**src/rtl/axi_cmd_master_pkg.sv**
```systemverilog
`default_nettype none
// ============================================================================
// Module   : axi_cmd_master_pkg
// Purpose  : Shared types and constants for the AXI4 command master: the
//            controller state enum, fixed burst/cache attributes and the
//            AXI response codes, plus a response-severity helper.
// Ports    : none (package)
// Revision : 1.0 - initial release
// ============================================================================
package axi_cmd_master_pkg;

  typedef enum logic [2:0] {
    S_IDLE = 3'd0,
    S_AW   = 3'd1,
    S_W    = 3'd2,
    S_B    = 3'd3,
    S_AR   = 3'd4,
    S_R    = 3'd5,
    S_DONE = 3'd6
  } state_t;

  localparam logic [1:0] BURST_INCR    = 2'b01;
  localparam logic [3:0] CACHE_DEFAULT = 4'b0011;

  localparam logic [1:0] RESP_OKAY   = 2'b00;
  localparam logic [1:0] RESP_EXOKAY = 2'b01;
  localparam logic [1:0] RESP_SLVERR = 2'b10;
  localparam logic [1:0] RESP_DECERR = 2'b11;

  // AXI bursts may not cross a 4 KB page.
  localparam int PAGE_BYTES = 4096;

  // Response codes are ranked by their numeric value.
  function automatic logic [1:0] resp_max(input logic [1:0] a, input logic [1:0] b);
    return (a > b) ? a : b;
  endfunction

endpackage
`default_nettype wire

```
**src/rtl/axi_cmd_master.sv**
```systemverilog
`default_nettype none
// ============================================================================
// Module   : axi_cmd_master
// Purpose  : Turns single burst commands into AXI4 write (AW/W/B) or read
//            (AR/R) transactions, one burst outstanding at a time. Write data
//            comes from a valid/ready source stream, read data leaves on a
//            valid/ready sink stream. A one-cycle done pulse reports the worst
//            response seen (forced to SLVERR on 4 KB crossing, ID mismatch or
//            early rlast).
// Ports    : clk, rst                  - clock, synchronous active-high reset
//            cmd_*                     - command handshake and burst fields
//            src_*                     - write-data input stream
//            snk_*                     - read-data output stream
//            done, done_resp           - completion pulse and response
//            m_axi_*                   - AXI4 master (AW, W, B, AR, R)
// Revision : 1.0 - initial release
// ============================================================================
module axi_cmd_master
  import axi_cmd_master_pkg::*;
#(
  parameter int G_DATAWIDTH = 32,
  parameter int G_ADDRWIDTH = 32,
  parameter int G_ID_WIDTH  = 4,
  parameter int G_WEWIDTH   = ((G_DATAWIDTH - 1) / 8) + 1
) (
  input  logic                   clk,
  input  logic                   rst,
  // command
  input  logic                   cmd_valid,
  output logic                   cmd_ready,
  input  logic                   cmd_write,
  input  logic [G_ADDRWIDTH-1:0] cmd_addr,
  input  logic [7:0]             cmd_len,
  input  logic [G_ID_WIDTH-1:0]  cmd_id,
  // write-data stream
  input  logic                   src_valid,
  output logic                   src_ready,
  input  logic [G_DATAWIDTH-1:0] src_data,
  input  logic [G_WEWIDTH-1:0]   src_strb,
  // read-data stream
  output logic                   snk_valid,
  input  logic                   snk_ready,
  output logic [G_DATAWIDTH-1:0] snk_data,
  output logic                   snk_last,
  // completion
  output logic                   done,
  output logic [1:0]             done_resp,
  // AW
  output logic [G_ID_WIDTH-1:0]  m_axi_awid,
  output logic [G_ADDRWIDTH-1:0] m_axi_awaddr,
  output logic [7:0]             m_axi_awlen,
  output logic [2:0]             m_axi_awsize,
  output logic [1:0]             m_axi_awburst,
  output logic                   m_axi_awlock,
  output logic [3:0]             m_axi_awcache,
  output logic [2:0]             m_axi_awprot,
  output logic [3:0]             m_axi_awqos,
  output logic [3:0]             m_axi_awregion,
  output logic                   m_axi_awvalid,
  input  logic                   m_axi_awready,
  // W
  output logic [G_DATAWIDTH-1:0] m_axi_wdata,
  output logic [G_WEWIDTH-1:0]   m_axi_wstrb,
  output logic                   m_axi_wlast,
  output logic                   m_axi_wvalid,
  input  logic                   m_axi_wready,
  // B
  input  logic [G_ID_WIDTH-1:0]  m_axi_bid,
  input  logic [1:0]             m_axi_bresp,
  input  logic                   m_axi_bvalid,
  output logic                   m_axi_bready,
  // AR
  output logic [G_ID_WIDTH-1:0]  m_axi_arid,
  output logic [G_ADDRWIDTH-1:0] m_axi_araddr,
  output logic [7:0]             m_axi_arlen,
  output logic [2:0]             m_axi_arsize,
  output logic [1:0]             m_axi_arburst,
  output logic                   m_axi_arlock,
  output logic [3:0]             m_axi_arcache,
  output logic [2:0]             m_axi_arprot,
  output logic [3:0]             m_axi_arqos,
  output logic [3:0]             m_axi_arregion,
  output logic                   m_axi_arvalid,
  input  logic                   m_axi_arready,
  // R
  input  logic [G_ID_WIDTH-1:0]  m_axi_rid,
  input  logic [G_DATAWIDTH-1:0] m_axi_rdata,
  input  logic [1:0]             m_axi_rresp,
  input  logic                   m_axi_rlast,
  input  logic                   m_axi_rvalid,
  output logic                   m_axi_rready
);

  localparam int                   SIZE_LOG2     = $clog2(G_WEWIDTH);
  localparam logic [G_ADDRWIDTH-1:0] ADDR_LSB_MASK = G_ADDRWIDTH'(G_WEWIDTH - 1);

  state_t                   state;
  logic                     cmd_ready_q;
  logic                     awvalid_q;
  logic                     arvalid_q;
  logic                     bready_q;
  logic                     done_q;
  logic [1:0]               resp_q;      // worst response seen so far
  logic                     err_q;       // sticky protocol error -> SLVERR
  logic [8:0]               beat_cnt;
  logic [G_ADDRWIDTH-1:0]   addr_q;
  logic [7:0]               len_q;
  logic [G_ID_WIDTH-1:0]    id_q;

  logic [G_ADDRWIDTH-1:0]   cmd_addr_al;
  logic [31:0]              page_end;
  logic                     crosses_page;
  logic                     w_fire;
  logic                     r_fire;
  logic                     w_is_last;

  // page_end is one past the last byte, measured from the start of the page.
  assign cmd_addr_al  = cmd_addr & ~ADDR_LSB_MASK;
  assign page_end     = 32'(cmd_addr_al[11:0]) +
                        (32'(cmd_len) + 32'd1) * 32'(G_WEWIDTH);
  assign crosses_page = page_end > 32'(PAGE_BYTES);

  assign w_is_last = (beat_cnt == {1'b0, len_q});
  assign w_fire    = (state == S_W) && src_valid && m_axi_wready;
  assign r_fire    = (state == S_R) && m_axi_rvalid && snk_ready;

  always_ff @(posedge clk) begin
    if (rst) begin
      state       <= S_IDLE;
      cmd_ready_q <= 1'b0;
      awvalid_q   <= 1'b0;
      arvalid_q   <= 1'b0;
      bready_q    <= 1'b0;
      done_q      <= 1'b0;
      resp_q      <= RESP_OKAY;
      err_q       <= 1'b0;
      beat_cnt    <= '0;
      addr_q      <= '0;
      len_q       <= '0;
      id_q        <= '0;
    end else begin
      done_q <= 1'b0;
      case (state)
        S_IDLE: begin
          if (!cmd_ready_q) begin
            // first idle cycle after reset: start offering
            cmd_ready_q <= 1'b1;
          end else if (cmd_valid) begin
            cmd_ready_q <= 1'b0;
            addr_q      <= cmd_addr_al;
            len_q       <= cmd_len;
            id_q        <= cmd_id;
            resp_q      <= RESP_OKAY;
            err_q       <= 1'b0;
            beat_cnt    <= '0;
            if (crosses_page) begin
              err_q  <= 1'b1;
              done_q <= 1'b1;
              state  <= S_DONE;
            end else if (cmd_write) begin
              awvalid_q <= 1'b1;
              state     <= S_AW;
            end else begin
              arvalid_q <= 1'b1;
              state     <= S_AR;
            end
          end
        end
        S_AW: begin
          if (m_axi_awready) begin
            awvalid_q <= 1'b0;
            state     <= S_W;
          end
        end
        S_W: begin
          if (w_fire) begin
            beat_cnt <= beat_cnt + 9'd1;
            if (w_is_last) begin
              bready_q <= 1'b1;
              state    <= S_B;
            end
          end
        end
        S_B: begin
          if (m_axi_bvalid) begin
            bready_q <= 1'b0;
            resp_q   <= resp_max(resp_q, m_axi_bresp);
            err_q    <= err_q | (m_axi_bid != id_q);
            done_q   <= 1'b1;
            state    <= S_DONE;
          end
        end
        S_AR: begin
          if (m_axi_arready) begin
            arvalid_q <= 1'b0;
            state     <= S_R;
          end
        end
        S_R: begin
          if (r_fire) begin
            beat_cnt <= beat_cnt + 9'd1;
            resp_q   <= resp_max(resp_q, m_axi_rresp);
            // a short burst (rlast before beat len) is still an error
            err_q    <= err_q | (m_axi_rid != id_q) |
                        (m_axi_rlast && (beat_cnt != {1'b0, len_q}));
            if (m_axi_rlast) begin
              done_q <= 1'b1;
              state  <= S_DONE;
            end
          end
        end
        S_DONE: begin
          cmd_ready_q <= 1'b1;
          state       <= S_IDLE;
        end
        default: state <= S_IDLE;
      endcase
    end
  end

  assign cmd_ready = cmd_ready_q;
  assign done      = done_q;
  assign done_resp = err_q ? RESP_SLVERR : resp_q;

  assign m_axi_awid     = id_q;
  assign m_axi_awaddr   = addr_q;
  assign m_axi_awlen    = len_q;
  assign m_axi_awsize   = 3'(SIZE_LOG2);
  assign m_axi_awburst  = BURST_INCR;
  assign m_axi_awlock   = 1'b0;
  assign m_axi_awcache  = CACHE_DEFAULT;
  assign m_axi_awprot   = 3'b000;
  assign m_axi_awqos    = 4'h0;
  assign m_axi_awregion = 4'h0;
  assign m_axi_awvalid  = awvalid_q;

  assign m_axi_wdata  = src_data;
  assign m_axi_wstrb  = src_strb;
  assign m_axi_wvalid = (state == S_W) && src_valid;
  assign m_axi_wlast  = (state == S_W) && w_is_last;
  assign src_ready    = (state == S_W) && m_axi_wready;
  assign m_axi_bready = bready_q;

  assign m_axi_arid     = id_q;
  assign m_axi_araddr   = addr_q;
  assign m_axi_arlen    = len_q;
  assign m_axi_arsize   = 3'(SIZE_LOG2);
  assign m_axi_arburst  = BURST_INCR;
  assign m_axi_arlock   = 1'b0;
  assign m_axi_arcache  = CACHE_DEFAULT;
  assign m_axi_arprot   = 3'b000;
  assign m_axi_arqos    = 4'h0;
  assign m_axi_arregion = 4'h0;
  assign m_axi_arvalid  = arvalid_q;

  assign snk_valid    = (state == S_R) && m_axi_rvalid;
  assign snk_data     = m_axi_rdata;
  assign snk_last     = (state == S_R) && m_axi_rlast;
  assign m_axi_rready = (state == S_R) && snk_ready;

endmodule
`default_nettype wire

```
**config.mk**
```make
export PLATFORM = sky130hd
export DESIGN_NAME = axi_cmd_master
export DESIGN_NICKNAME = d
export VERILOG_FILES = /design/src/rtl/axi_cmd_master_pkg.sv /design/src/rtl/axi_cmd_master.sv
export SDC_FILE = /design/constraint.sdc
export NUM_CORES = 1
export LEC_CHECK = 0
export ABC_AREA = 1
export CORE_AREA = 4 4 131 133
export DETAILED_ROUTE_END_ITERATION = 10
export DIE_AREA = 0 0 135 137
export PLACE_DENSITY = 0.72
export SETUP_SLACK_MARGIN = 0.1
export SLEW_MARGIN = 25
export SYNTH_ARGS = -nofsm -noshare
export SYNTH_HDL_FRONTEND = slang
export SYNTH_SLANG_ARGS = --single-unit
```
**constraint.sdc**
```tcl
create_clock -name clk -period 4.9 [get_ports clk]
set_clock_uncertainty 0.15 [all_clocks]
set_input_delay 0.49 -clock clk [delete_from_list [all_inputs] [get_ports clk]]
set_output_delay 0.49 -clock clk [all_outputs]
set_load 0.01 [all_outputs]
```
# Word-level counts from Yosys, hierarchy flattened

Index checks and enable logic that the tools add are counted.

Memories kept: 0
Memory bits (read-only): 0
Bits in latches: 0
Logic and storage cells: 125
Flip-flop bits (word level): 62
Memory bits (writable): 0
Output and inout bits: 211
Input bits: 136

$lt $le $gt $ge: 3
Bitwise logic cells: 3
Equality and inequality tests: 24
Multiply operators: 0
Divide/modulo/power cells: 0
Muxes and demuxes: 56
Reduce and logical (&&, ||, !) cells: 24
$add $sub $neg: 3
Shift-type cells: 0

Operators with widths:

| operator                                              | number |
|---|---|
| 2-to-1 mux 9 bit                                      | 4 |
| 2-to-1 mux 3 bit                                      | 11 |
| inequality test 2 bit, second input constant          | 14 |
| one-hot mux 9 bit (3 select lines)                    | 1 |
| 2-to-1 mux 1 bit                                      | 25 |
| one-hot mux 3 bit (6 select lines)                    | 1 |
| 2-to-1 mux 2 bit                                      | 7 |
| adder 12 x 11 -> 13 bit                               | 1 |
| greater-than comparator 13 bit, second input constant | 1 |
| AND reduction 6 bit                                   | 2 |
| AND reduction 5 bit                                   | 2 |
| adder 8 x 1 -> 9 bit, second input constant           | 1 |
| adder 9 x 1 -> 9 bit, second input constant           | 1 |
| == test 3 bit, second input constant                  | 3 |
| == test 9 x 8 -> 1 bit                                | 1 |
| logical AND 1 bit                                     | 9 |
| inequality test 9 x 8 -> 1 bit                        | 1 |
| AND reduction 9 bit                                   | 1 |
| inequality test 4 bit                                 | 2 |
| one-hot mux 1 bit (2 select lines)                    | 4 |
| nonzero test 2 bit                                    | 4 |
| AND reduction 7 bit                                   | 1 |
| == test 3 x 2 -> 1 bit, second input constant         | 2 |
| one-hot mux 1 bit (3 select lines)                    | 2 |
| 8 further kinds                                       | 12 |

# Logic depth before layout (Yosys ltp)

Gate-level depths: netlist (run 1).

Depth in word-level cells: 7
Gate-level depth with buffers: 19
Mapped depth without buffers: 19

# Worst setup path after synthesis (run 1)

Ideal clock, no wire load.

Path type: input-to-reg
Start: input port cmd_len[0]
End: register awvalid_q (netlist: m_axi_awvalid)
Path buffers: 0
Arrival time: 2.524 ns
Library setup time: 0.115 ns
Data required time: 4.635 ns
Path slack: 2.111 ns
Cell stages on the path: 18
Path through: ha_1 -> nand3_1 -> nor3b_1 -> xnor2_1 -> inv_1 -> ha_1 -> nand2_1 -> inv_1 -> a21oi_1 -> nand2_1 -> nand2_1 -> nand2_1 -> nor2_1 -> nand3_1 -> nand3_1 -> nand3_1 -> nand2_1 -> nor2_1

Longest elaborated chain between the ends: 5

RTL lines:

| item                                   | line                  | text |
|---|---|---|
| start, declared                        | axi_cmd_master.sv:33  | `input logic [7:0] cmd_len,` |
| adder 8 x 1 -> 9 bit                   | axi_cmd_master.sv:120 | `(32'(cmd_len) + 32'd1) * 32'(G_WEWIDTH);` |
| adder 12 x 11 -> 13 bit                | axi_cmd_master.sv:119 | `assign page_end = 32'(cmd_addr_al[11:0]) +` |
| greater-than comparator 13 bit         | axi_cmd_master.sv:121 | `assign crosses_page = page_end > 32'(PAGE_BYTES);` |
| inequality test 2 bit (no source line) | -                     |  |
| AND reduction 6 bit (no source line)   | -                     |  |
| end signal, assigned                   | axi_cmd_master.sv:131 | `awvalid_q <= 1'b0;` |
| end signal, assigned                   | axi_cmd_master.sv:161 | `awvalid_q <= 1'b1;` |
| end signal, assigned                   | axi_cmd_master.sv:171 | `awvalid_q <= 1'b0;` |
| end, declared                          | axi_cmd_master.sv:99  | `logic awvalid_q;` |

Every way passes these cells.
A chain may end at the register's enable or synchronous reset.

# Worst setup path after layout (run 1)

Start: input port cmd_len[0]
End: register state[1]

Longest elaborated chain between the ends: 7

RTL lines:

| item                               | line                  | text |
|---|---|---|
| adder 8 x 1 -> 9 bit               | axi_cmd_master.sv:120 |  |
| adder 12 x 11 -> 13 bit            | axi_cmd_master.sv:119 |  |
| greater-than comparator 13 bit     | axi_cmd_master.sv:121 |  |
| 2-to-1 mux 3 bit                   | axi_cmd_master.sv:156 | `if (crosses_page) begin` |
| 2-to-1 mux 3 bit                   | axi_cmd_master.sv:148 | `end else if (cmd_valid) begin` |
| 2-to-1 mux 3 bit                   | axi_cmd_master.sv:145 | `if (!cmd_ready_q) begin` |
| one-hot mux 3 bit (6 select lines) | axi_cmd_master.sv:143 | `case (state)` |
| end signal, assigned               | axi_cmd_master.sv:159 | `state <= S_DONE;` |
| end signal, assigned               | axi_cmd_master.sv:162 | `state <= S_AW;` |
| end signal, assigned               | axi_cmd_master.sv:165 | `state <= S_AR;` |
| end, declared                      | axi_cmd_master.sv:97  | `state_t state;` |

Every way passes these cells. The select of a mux whose other input is x is not followed.

==> summary.md, run 1 <==
| Metric | Value |
|---|---|
| Crit end category | flop |
| Maximum vdd drop | 0.000252 V |
| DIE AREA | 18500 um2 |
| Vias per Instance | 4.42 |
| RSZ-0062 raised after global routing | false |
| CTS sink count | 62 |
| Total Wirelength | 13500 um |
| Critical path's largest stage delay | 0.58 ns |
| First-pass GRT wire length | 20500 um |
| DRC viols | 0 |
| Clock tree buffer depth | 2 |
| Post-synth EDFFs | 0 |
| Xor/xnor share of the synthesized area | 2.69% |
| Initial core utilization | 30.9% |
| Rows | 46 |
| Core area | 15800 um2 |
| FF+latch count, synth | 62 |
| Number of port buffers | 162 |
| N_diodes | 0 |
| DR pass1 iterations | 4 |
| Sink of the worst hold path | m_axi_arvalid$_SDFFE_PP0P_ |
| Main combinational cell family by area after synthesis | buffers and inverters |
| Root buf cell | clkbuf_16 |
| Worst slew pin tran | 1.00 ns |
| Count leader, synth | buf_4 |
| HP Class | flop to flop |
| CP required | 4.94 ns |
| Crit-path slowest cell | clkdlybuf4s50_1 |
| Reg-to-Reg Start | state[1]$_SDFFE_PP0P_ |
| Total number of vias | 4239 |
| Critical Path Start Type | input port |
| Final TNS setup | 0 ns |
| Lkg Pwr | 0.00247 uW |
| Hold_buf cts | 0 |
| Height of the chip | 137 um |
| Number of cells on the worst hold path | 2 |
| Seq/Total Area, Yosys | 25.4% |
| H-tree depth | 3 |
| Post-synthesis adder-cell area fraction | 4.76% |
| Fin area | 6020 um2 |
| Cell mode on critical path | nand2_1 |
| RR Endpoint | beat_cnt[4]$_SDFFE_PP0P_ |
| Filler instances | 1667 |
| Synthesized netlist cell count | 697 |
| Pin count of the biggest net entering global routing | 51 |
| Synth warnings | 0 |
| Status | finished, final reports clean |
| Setup bufs post-CTS | 0 |
| Area grow syn2layout | 23.1% |
| Final Max Slew Viols | 0 |
| Synth Flop Type | dfxtp_1 |
| Avg Inst Size Synth | 7.01 um2 |
| Max_cap viols | 0 |
| Mux share of post-synthesis cell area | 0% |
| List of most frequent post-synthesis cells | buf_4, nand2_1, inv_1, a21oi_1 |
| Unique cell type count in the Yosys netlist | 46 |
| Worst EP arrival | 3.50 ns |
| Setup slack, reg-to-reg | 1.88 ns |
| Min Tclk post-route | 3.46 ns |
| Hold Vio Cnt, Final | 0 |
| Layout cell share with drive strength beyond 1 | 5.78% |
| I/O pin total | 347 |
| Vias in the first global route | 4034 |
| Grt ovf | 0 |
| Synth Area in Simple Gates | 23.9% |
| Synth Area in Compound Gates | 11.2% |
| DP Area | 5680 um2 |
| HPWL after DPL | 10100 um |
| Worst slew margin | 32.9% |
| CTS tree | yes |
| Synthesized cell area | 4890 um2 |
| Final ANT Viol Nets | 0 |
| Cell taking the most area after synthesis | dfxtp_1 |
| Yosys top cell area share | 25.4% |
| Worst-Skew Late Latency | 0.33 ns |
| Initial antenna violation count | 0 |
| Period utilization | 70.7% |
| GP Congestion | 0.896 |
| Crit-path cells | clkdlybuf4s50_1 > ha_1 > nand3_1 > nor3b_1 > xnor2_1 > inv_1 > ha_1 > nand2_1 > inv_1 > a21oi_1 > nand2_1 > nand2_1 > nand2_1 > nor2_1 > nand3_1 > nand3_1 > nand2_1 > nand2_1 > a21oi_1 |
| Maximum net fanout on the critical path | 5 |
| Total GRT Usage | 13.9% |
| TritonCTS buffer count | 9 |
| Async S/R FF share, synth | 0% |
| Critical path type | input port to flop |
| Die W | 135 um |
| DR iter-0 viols | 207 |
| Final setup vio count | 0 |
| Post-DR wirelength/cell | 14.0 um |
| CTS clock-pin slew for the worst setup and hold paths | 0.05 ns |
| FMAX | 289 MHz |
| Tot Pwr | 2560 uW |
| R2R cell count | 7 |
| Fin nets | 893 |
| PwrDens | 426 nW/um2 |
| Top cells by area, synth | dfxtp_1, buf_4, nand2_1 |
| Cts repair resizes | 0 |
| Min-delay src | m_axi_arvalid$_SDFFE_PP0P_ |
per-layer routing:
metal | track usage (%) | routed length [um] | vias to the layer above
met5 | 0 | 0 | -
met4 | 5.38 | 303 | 0
met3 | 4.82 | 990 | 31
met2 | 22.2 | 6270 | 161
met1 | 17.3 | 5890 | 1914
li1 | - | - | 2133
state kept, by name (all words and copies together), names as in the netlist:
signal         count
done               1
resp_q             2
beat_cnt           9
m_axi_arid         4
m_axi_arlen        8
err_q              1
m_axi_arvalid      1
state              3
m_axi_araddr      30
m_axi_awvalid      1
cmd_ready          1
m_axi_bready       1
where the power goes:
part           leakage (uW)  internal, uW  switching [uW]
registers          0.000504           596             102
clock network      0.000166           487             239
logic               0.00180           492             648
area by class of cell:
type                            instances  area [um2]  area share (%)
Sequential cell                        62        1240            20.6
Clock buffer                           13         270            4.49
Multi-Input combinational cell        429        2260            37.5
Tap cell                              216         270            4.49
Timing Repair Buffer                  165        1640            27.2
Inverter                               72         273            4.53
Clock inverter                          3        65.1            1.08
cell families (layout without fill, tap and decap cells):
family | Yosys count | after routing
AO/OA/AOI/OAI | 101 | 101
XOR/XNOR | 15 | 15
adder cells (fa/ha/maj) | 18 | 18
buffers and inverters | 250 | 253
flip-flops | 62 | 62
other | 2 | 46
AND/OR/NAND/NOR | 249 | 249
through the flow:
step                utilization (%)  std cells  setup WS [ns]  hold slack, ns
global route                   38.0        960           1.08           0.343
CTS                            38.0        960           1.44           0.296
finish                         38.0        960           1.44           0.292
floorplan                         -        741           2.11           0.319
detailed placement             35.9        944           1.11           0.288
global placement               35.9        944           1.13           0.283
worst max-delay path by stage:
stage / startpoint / endpoint / slack [ns] / cells past startpoint
4_1_cts: cmd_len[0] / state[1]$_SDFFE_PP0P_ / 1.44 / 19
6_report: cmd_len[0] / state[1]$_SDFFE_PP0P_ / 1.44 / 19
2_1_floorplan: cmd_len[0] / m_axi_awvalid$_SDFFE_PP0P_ / 2.11 / 18
3_5_place_dp: cmd_len[0] / state[1]$_SDFFE_PP0P_ / 1.11 / 19
3_3_place_gp: cmd_len[0] / state[1]$_SDFFE_PP0P_ / 1.13 / 19
5_1_grt: cmd_len[0] / m_axi_awvalid$_SDFFE_PP0P_ / 1.08 / 19
critical path: cells and delay by family:
family	cells	cell delay, ns
compound gates	2	0.24
xor+xnor	1	0.16
fa+ha+maj	2	0.55
simple gates	11	1.36
buf+inv	3	0.70
cells in the final DEF (no fill, tap or decap), drive strengths merged:
cell type | netlist | routed
conb | 2 | 46
bufinv | 0 | 2
ha | 17 | 17
dfxtp | 62 | 62
nor3b | 6 | 6
nand4 | 5 | 5
xor2 | 9 | 9
o21bai | 1 | 1
nor4 | 3 | 3
nand2 | 118 | 118
clkdlybuf4s50 | 0 | 161
clkinv | 0 | 1
nand3 | 64 | 64
xnor2 | 6 | 6
o22ai | 6 | 6
fa | 1 | 1
or2 | 3 | 3
nor3 | 7 | 7
o2111ai | 1 | 1
o211ai | 2 | 2
a31oi | 3 | 3
a2111oi | 1 | 1
clkbuf | 13 | 13
buf | 165 | 4
nor2 | 40 | 40
nand3b | 3 | 3
o21a | 1 | 1
a21boi | 1 | 1
a21oi | 63 | 63
o21ai | 22 | 22
inv | 72 | 72
Note: power is estimated with default switching activity, not from simulation.
==> run 2, diff against run 1 <==
--- a/config.mk
+++ b/config.mk
@@ -6,10 +6,10 @@
 export NUM_CORES = 1
 export LEC_CHECK = 0
 export ABC_AREA = 1
-export CORE_AREA = 4 4 131 133
+export CORE_AREA = 4 4 133 135
 export DETAILED_ROUTE_END_ITERATION = 10
-export DIE_AREA = 0 0 135 137
-export PLACE_DENSITY = 0.72
+export DIE_AREA = 0 0 137 139
+export PLACE_DENSITY = 0.7
 export SETUP_SLACK_MARGIN = 0.1
 export SLEW_MARGIN = 25
 export SYNTH_ARGS = -nofsm -noshare
==> constraint.sdc (replaced) <==
create_clock -name clk -period 3.23 [get_ports clk]
set_clock_uncertainty 0.15 [all_clocks]
set_input_delay 0.323 -clock clk [delete_from_list [all_inputs] [get_ports clk]]
set_output_delay 0.323 -clock clk [all_outputs]
set_load 0.01 [all_outputs]
==> run 2 against run 1 <==
  * Die area increased by 3.0%
  * Sequential share of layout area decreased by 0.43 points
  * Global-route usage about the same
  * First-iteration DRC count increased by 6.3%
==> summary.md, run 2 (same netlist as run 1, synthesis figures left out) <==
| Metric | Value |
|---|---|
| Total Wirelength | 13600 um (was 13500 um) |
| Most common cell after layout, fill and taps aside | clkdlybuf4s50_1 (unchanged) |
| Hold Vio Cnt, Final | 0 (unchanged) |
| Number of port buffers | 162 (unchanged) |
| N_diodes | 0 (unchanged) |
| DR pass1 iterations | 4 (unchanged) |
| H-tree depth | 3 (unchanged) |
| Fin nets | 907 (was 893) |
| GP Congestion | 0.864 (was 0.896) |
| Worst EP arrival | 3.03 ns (was 3.50 ns) |
| Total number of vias | 4254 (was 4239) |
| Critical path type | input port to flop (unchanged) |
| Dpl cells | 961 (was 944) |
| Final Non-Filler Cells | 978 (was 960) |
| Final ANT Viol Nets | 0 (unchanged) |
| Layout cell share with drive strength beyond 1 | 8.84% (was 5.78%) |
| Period utilization | 90.8% |
| Maximum vdd drop | 0.000370 V (was 0.000252 V) |
| RSZ-0062 raised after global routing | false (unchanged) |
| Height of the chip | 139 um (was 137 um) |
| CTS sink count | 62 (unchanged) |
| Cell mode on critical path | nand2_1 (unchanged) |
| First-pass GRT wire length | 21300 um (was 20500 um) |
| HP Class | flop to flop (unchanged) |
| Grt ovf | 0 (unchanged) |
| CTS tree | yes (unchanged) |
| Maximum net fanout on the critical path | 5 (unchanged) |
| Max_cap viols | 0 (unchanged) |
| Post-DR wirelength/cell | 13.9 um (was 14.0 um) |
| Largest register FFs | 30 (unchanged) |
| Worst slew margin | 53.5% (was 32.9%) |
| DRC viols | 0 (unchanged) |
| Worst slew pin tran | 0.681 ns (was 1.00 ns) |
| Initial antenna violation count | 0 (unchanged) |
| Rows | 47 (was 46) |
| Worst-Skew Late Latency | 0.33 ns (about the same) |
| Crit-path cells | clkdlybuf4s50_1 > buf_4 > nand3_2 > nand3b_1 > nor2_1 > nand2_1 > xor2_1 > ha_2 > nand2_1 > o21a_1 > nand2_1 > nand2_2 > a21boi_4 > buf_6 > buf_4 > nand4_1 > a21oi_1 (was clkdlybuf4s50_1 > ha_1 > nand3_1 > nor3b_1 > xnor2_1 > inv_1 > ha_1 > nand2_1 > inv_1 > a21oi_1 > nand2_1 > nand2_1 > nand2_1 > nor2_1 > nand3_1 > nand3_1 > nand2_1 > nand2_1 > a21oi_1) |
| Initial core utilization | 29.7% (was 30.9%) |
| Die W | 137 um (was 135 um) |
| DR iter-0 viols | 220 (was 207) |
| Most frequent cells in the layout | clkdlybuf4s50_1, nand2_1, inv_1, dfxtp_1, a21oi_1 (was clkdlybuf4s50_1, nand2_1, inv_1, a21oi_1) |
| Largest delay share family, worst path | buffers and inverters (was simple AND/OR/NAND/NOR gates) |
| CTS clock-pin slew for the worst setup and hold paths | 0.05 ns (about the same) |
| Root buf cell | clkbuf_16 (unchanged) |
| I/O pin total | 347 (unchanged) |
| Vias in the first global route | 4214 (was 4034) |
| Crit end category | flop (unchanged) |
| TritonCTS buffer count | 9 (unchanged) |
| CP required | 3.33 ns (was 4.94 ns) |
| Final setup vio count | 0 (unchanged) |
| PwrDens | 611 nW/um2 (was 426 nW/um2) |
| Lkg Pwr | 0.00253 uW (was 0.00247 uW) |
| Clock tree buffer depth | 2 (unchanged) |
| Crit-path slowest cell | clkdlybuf4s50_1 (unchanged) |
| Pin count of the biggest net entering global routing | 45 (was 51) |
| Core area | 16500 um2 (was 15800 um2) |
| Final Max Slew Viols | 0 (unchanged) |
| Area grow syn2layout | 25.7% (was 23.1%) |
| Vias per Instance | 4.35 (was 4.42) |
| Status | finished, final reports clean (unchanged) |
| Critical path's largest stage delay | 0.48 ns (was 0.58 ns) |
| DIE AREA | 19000 um2 (was 18500 um2) |
| Total GRT Usage | 13.9% (about the same) |
| HPWL after DPL | 10400 um (was 10100 um) |
| Min Tclk post-route | 2.93 ns |
| Critical Path Start Type | input port (unchanged) |
| Tot Pwr | 3760 uW (was 2560 uW) |
| Buf/Inv on CP | 4 (was 3) |
| FMAX | 341 MHz |
run 2: changes by cell type in the layout (fill, tap and decap cells not counted), sizes merged:
cell and delta:
clkinv +3, bufinv -1, buf +14, clkbuf -2
run 2: layout make-up:
| cell class | count | area (um2) |
|---|---|---|
| fillers | 1752 | 10300 |
| well taps | 220 | 275 |
| multi-input cells | 429 | 2320 |
| clock buffers | 11 | 233 |
| repair buffers | 179 | 1750 |
| clock inverters | 5 | 50.0 |
| flip-flops and latches | 62 | 1240 |
| inverters | 72 | 273 |
run 2: repair_timing:
item,in CTS,in global routing
buffers inserted,0,1
hold buffers,0,0
setup endpoints to repair,0,7
gates resized for setup,0,15
run 2: worst paths after layout:
kind	start	endpoint	slack (ns)	depth (start not counted)
hold reg to reg	m_axi_arvalid$_SDFFE_PP0P_	m_axi_arvalid$_SDFFE_PP0P_	0.29	2
hold / removal	m_axi_arvalid$_SDFFE_PP0P_	m_axi_arvalid$_SDFFE_PP0P_	0.29	2
setup / recovery	cmd_len[1]	done$_SDFF_PP0_	0.30	17
setup reg to reg	state[1]$_SDFFE_PP0P_	beat_cnt[4]$_SDFFE_PP0P_	0.56	7
run 2: through the flow:
| step | utilization (%) | cell area (um2) | TNS (ns) | setup slack, ns | hold slack, ns |
|---|---|---|---|---|---|
| floorplan | - | 5050 | 0 | 0.608 | 0.319 |
| CTS | 36.8 | 6070 | 0 | 0.165 | 0.299 |
| detailed placement | 35.1 | 5780 | -0.656 | -0.165 | 0.290 |
| global route | 37.3 | 6140 | 0 | 0.0833 | 0.325 |
| finish | 37.3 | 6140 | 0 | 0.298 | 0.292 |
| global placement | 35.1 | 5780 | -0.668 | -0.174 | 0.287 |
run 2: worst register-to-register path, cell delays in order, from the launching register on:
cell and delay [ns]:
dfxtp_1 0.41, nor2_2 0.19, inv_2 0.08, nor2_8 0.53
nand2_2 0.57, nand2_1 0.42, o21bai_1 0.16, a21oi_1 0.05
run 2: layer usage:
| layer | track usage [%] | routed length (um) | vias up |
|---|---|---|---|
| met5 | 0 | 0 | - |
| met3 | 4.46 | 1020 | 17 |
| met2 | 23.2 | 6570 | 151 |
| met1 | 17.1 | 5880 | 1931 |
| met4 | 3.99 | 148 | 0 |
| li1 | - | - | 2155 |
run 2: where the power goes:
group	total [uW]	internal [uW]	switching, uW	leakage (uW)
Clock	944	592	352	0.000143
Sequential	1060	905	154	0.000504
Combinational	1750	766	987	0.00188
Total	3760	2260	1490	0.00253
==> run 3, diff against run 2 <==
--- a/config.mk
+++ b/config.mk
@@ -7,6 +7,7 @@
 export LEC_CHECK = 0
 export ABC_AREA = 1
 export CORE_AREA = 4 4 133 135
+export CTS_CLUSTER_DIAMETER = 80
 export DETAILED_ROUTE_END_ITERATION = 10
 export DIE_AREA = 0 0 137 139
 export PLACE_DENSITY = 0.7
==> results of run 3 <==
Same layout as run 2: the final DEF is identical, and so are final timing and power.
==> edit (config.mk and constraints of run 2) <==
Reset style: asynchronous (`rst`), changed in one clocked block. Comments in the files are not updated.
--- a/src/rtl/axi_cmd_master.sv
+++ b/src/rtl/axi_cmd_master.sv
@@ -124,7 +124,7 @@
   assign w_fire    = (state == S_W) && src_valid && m_axi_wready;
   assign r_fire    = (state == S_R) && m_axi_rvalid && snk_ready;
 
-  always_ff @(posedge clk) begin
+  always_ff @(posedge clk or posedge rst) begin
     if (rst) begin
       state       <= S_IDLE;
       cmd_ready_q <= 1'b0;
Behaviour: differs if rst is asserted again (counterexample within 4 cycles, from zero or initial values and one cycle with rst high); with rst held inactive, the same outputs for 4 cycles.
==> edit against run 2 <==
  * Sequential cell count is the same
  * Routed wire length shrank 1.4%
  * Synthesized cell count grew 2.0%
  * Design area grew 4.8%
  * Total power grew 43%
  * Core utilization grew 1.8 points
  * Synthesized area grew 4.9%
  * Setup slack gained 0.047 ns
  * Register-to-register slack gained 0.24 ns
  * Critical endpoint is now m_axi_arvalid$_DFFE_PP0P_
  * Largest cell class unchanged
==> edit: results (changes against run 2) <==
- Pin count of the biggest net entering global routing: 45 (unchanged)
- Fill cell total of the finished layout: 1,699 (was 1,752)
- Layout cell share with drive strength beyond 1: 8.34% (was 8.84%)
- Slew margin rel.: 49.1% (was 53.5%)
- Synth Instances: 711 (was 697)
- Ys async rst share: 100% (was 0%)
- DP Area: 6060 sq um (was 5780 sq um)
- WL final: 13,400 um (was 13,600 um)
- Max reg flops: 30 (unchanged)
- Peak supply drop: 0.268 mV (was 0.370 mV)
- First DRT Iteration DRCs: 185 (was 220)
- Avg WL per Cell: 13.5 um (was 13.9 um)
- Root Buffer Master: clkbuf_16 (unchanged)
- Slowest CP cell: clkdlybuf4s50_1 (unchanged)
- Post-synthesis cell type count: 44 (was 46)
- Power Internal: 3.29 mW (was 2.26 mW)
- First drt pass iteration count: 5 (was 4)
- # Post-CTS Setup Buffers: 0 (unchanged)
- Status: complete, no violations (unchanged)
- Primary FF master, synth: dfrtp_1 (was dfxtp_1)
- Global Route Usage Sum: 13.9% (about the same)
- # nets final: 928 (was 907)
- Worst EP arrival: 2.95 ns (was 3.03 ns)
- HP Class: in2async (was reg2reg)
- CP peak stage delay: 0.51 ns (was 0.48 ns)
- Dpl cells: 983 (was 961)
- Worst skew pair latency: 0.33 ns (about the same)
- Area contributors post-synth: dfrtp_1 (30%), buf_4 (23%), nand2_1 (15%) (was dfxtp_1 (25%), buf_4 (24%), nand2_1 (8.9%))
- Ant. Diodes: 0 (unchanged)
- CP delay by family, top: simple AND/OR/NAND/NOR gates (was buffers and inverters)
- First-pass GRT wire length: 21,100 um (was 21,300 um)
- Resize count post-CTS: 0 (unchanged)
- Synth warn: 0 (unchanged)
- Initial antenna violation count: 1 (was 0)
- Reg clk slew, reported paths: 0.06 ns
- Gpl congestion: 0.892 (was 0.864)
- Port Buffers: 162 (unchanged)
- Max Buffers Root-to-Sink: 2 (unchanged)
- PD cells: 834 nW/um^2 (was 611 nW/um^2)
- Leakage Power: 3.22 nW (was 2.53 nW)
- Vias in the first global route: 4,170 (was 4,214)
- Top cells by count, synth: nand2_1 (206), buf_4 (159), inv_1 (72) (was buf_4 (156), nand2_1 (116), inv_1 (67))
- CTS buffer count: 9 (unchanged)
- Register area share after synthesis: 30.3% (was 25.4%)
- Worst Path Max Fanout: 6 (was 5)
- DR vias: 4,330 (was 4,254)
- # H-tree levels: 3 (unchanged)
- Dpl hpwl: 10,500 um (was 10,400 um)
- Setup WS pre-CTS: -0.123 ns (was -0.165 ns)
## edit: changes by cell type in the layout (fill, tap and decap cells not counted), sizes merged, moves of 6 or more
cell   before  now
a21oi      63   17
buf        18   12
dfrtp       0   62
dfxtp      62    0
inv        72   82
nand2     118  210
nand3      64   33
nor2       40   46
## edit: layout make-up
| type | count | area share [%] |
|---|---|---|
| Tap cell | 220 | 4.27 |
| Clock buffer | 13 | 4.20 |
| Sequential cell | 62 | 24.1 |
| Inverter | 82 | 4.82 |
| Timing Repair Buffer | 174 | 26.6 |
| Multi-Input combinational cell | 445 | 35.0 |
| Clock inverter | 3 | 1.01 |
## edit: cells by family after synthesis
group	share of synthesized area, %
AO/OA/AOI/OAI	6.20
XOR/XNOR	2.56
adder cells (fa/ha/maj)	4.54
buffers and inverters	29.9
flip-flops	30.3
multiplexers	0.293
other	0.147
AND/OR/NAND/NOR	26.1
## edit: stage by stage
step	total power, mW	TNS [ns]
5_1_grt	5.79	0
3_5_place_dp	4.30	-0.635
4_1_cts	5.43	0
3_3_place_gp	4.25	-0.225
6_report	5.37	0
2_1_floorplan	3.29	0
## edit: worst paths after layout
path                                            from  slack (ns)                      endpoint  cells after the start
min reg2reg                m_axi_arvalid$_DFFE_PP0P_        0.33     m_axi_arvalid$_DFFE_PP0P_                      2
max                                       cmd_len[0]        0.35     m_axi_arvalid$_DFFE_PP0P_                     18
max reg2reg                     state[1]$_DFFE_PP0P_        0.80  m_axi_araddr[11]$_DFFE_PP0P_                      8
min in group clk                          cmd_len[1]        0.18    m_axi_arlen[1]$_DFFE_PP0P_                      3
max in group asynchronous                        rst        2.08     m_axi_arvalid$_DFFE_PP0P_                      3
min                                              rst        0.15    m_axi_arlen[1]$_DFFE_PP0P_                      2
## edit: worst reg2reg max path, cell delays in order (launching register included)
cell	delay [ns]
dfrtp_1	0.46
nor2_2	0.18
inv_2	0.07
nor2_4	0.19
inv_2	0.10
nor2_4	0.41
inv_2	0.44
nand2_1	0.20
o21ai_0	0.09
## edit: routing by layer
layer	up-vias	track usage (%)	share of wire, %
met5	-	0	0.097
met3	30	4.17	8.5
li1	2121	-	-
met1	2009	16.4	40
met2	168	24.1	49
met4	2	4.46	1.7
## edit: power by group through the flow
stage	Clock, mW	Sequential, mW	Combinational [mW]
2_1_floorplan	0	1.51	1.78
3_3_place_gp	0	1.48	2.77
3_5_place_dp	0	1.49	2.81
4_1_cts	1.12	1.49	2.82
5_1_grt	1.16	1.54	3.09
6_report	1.10	1.48	2.80
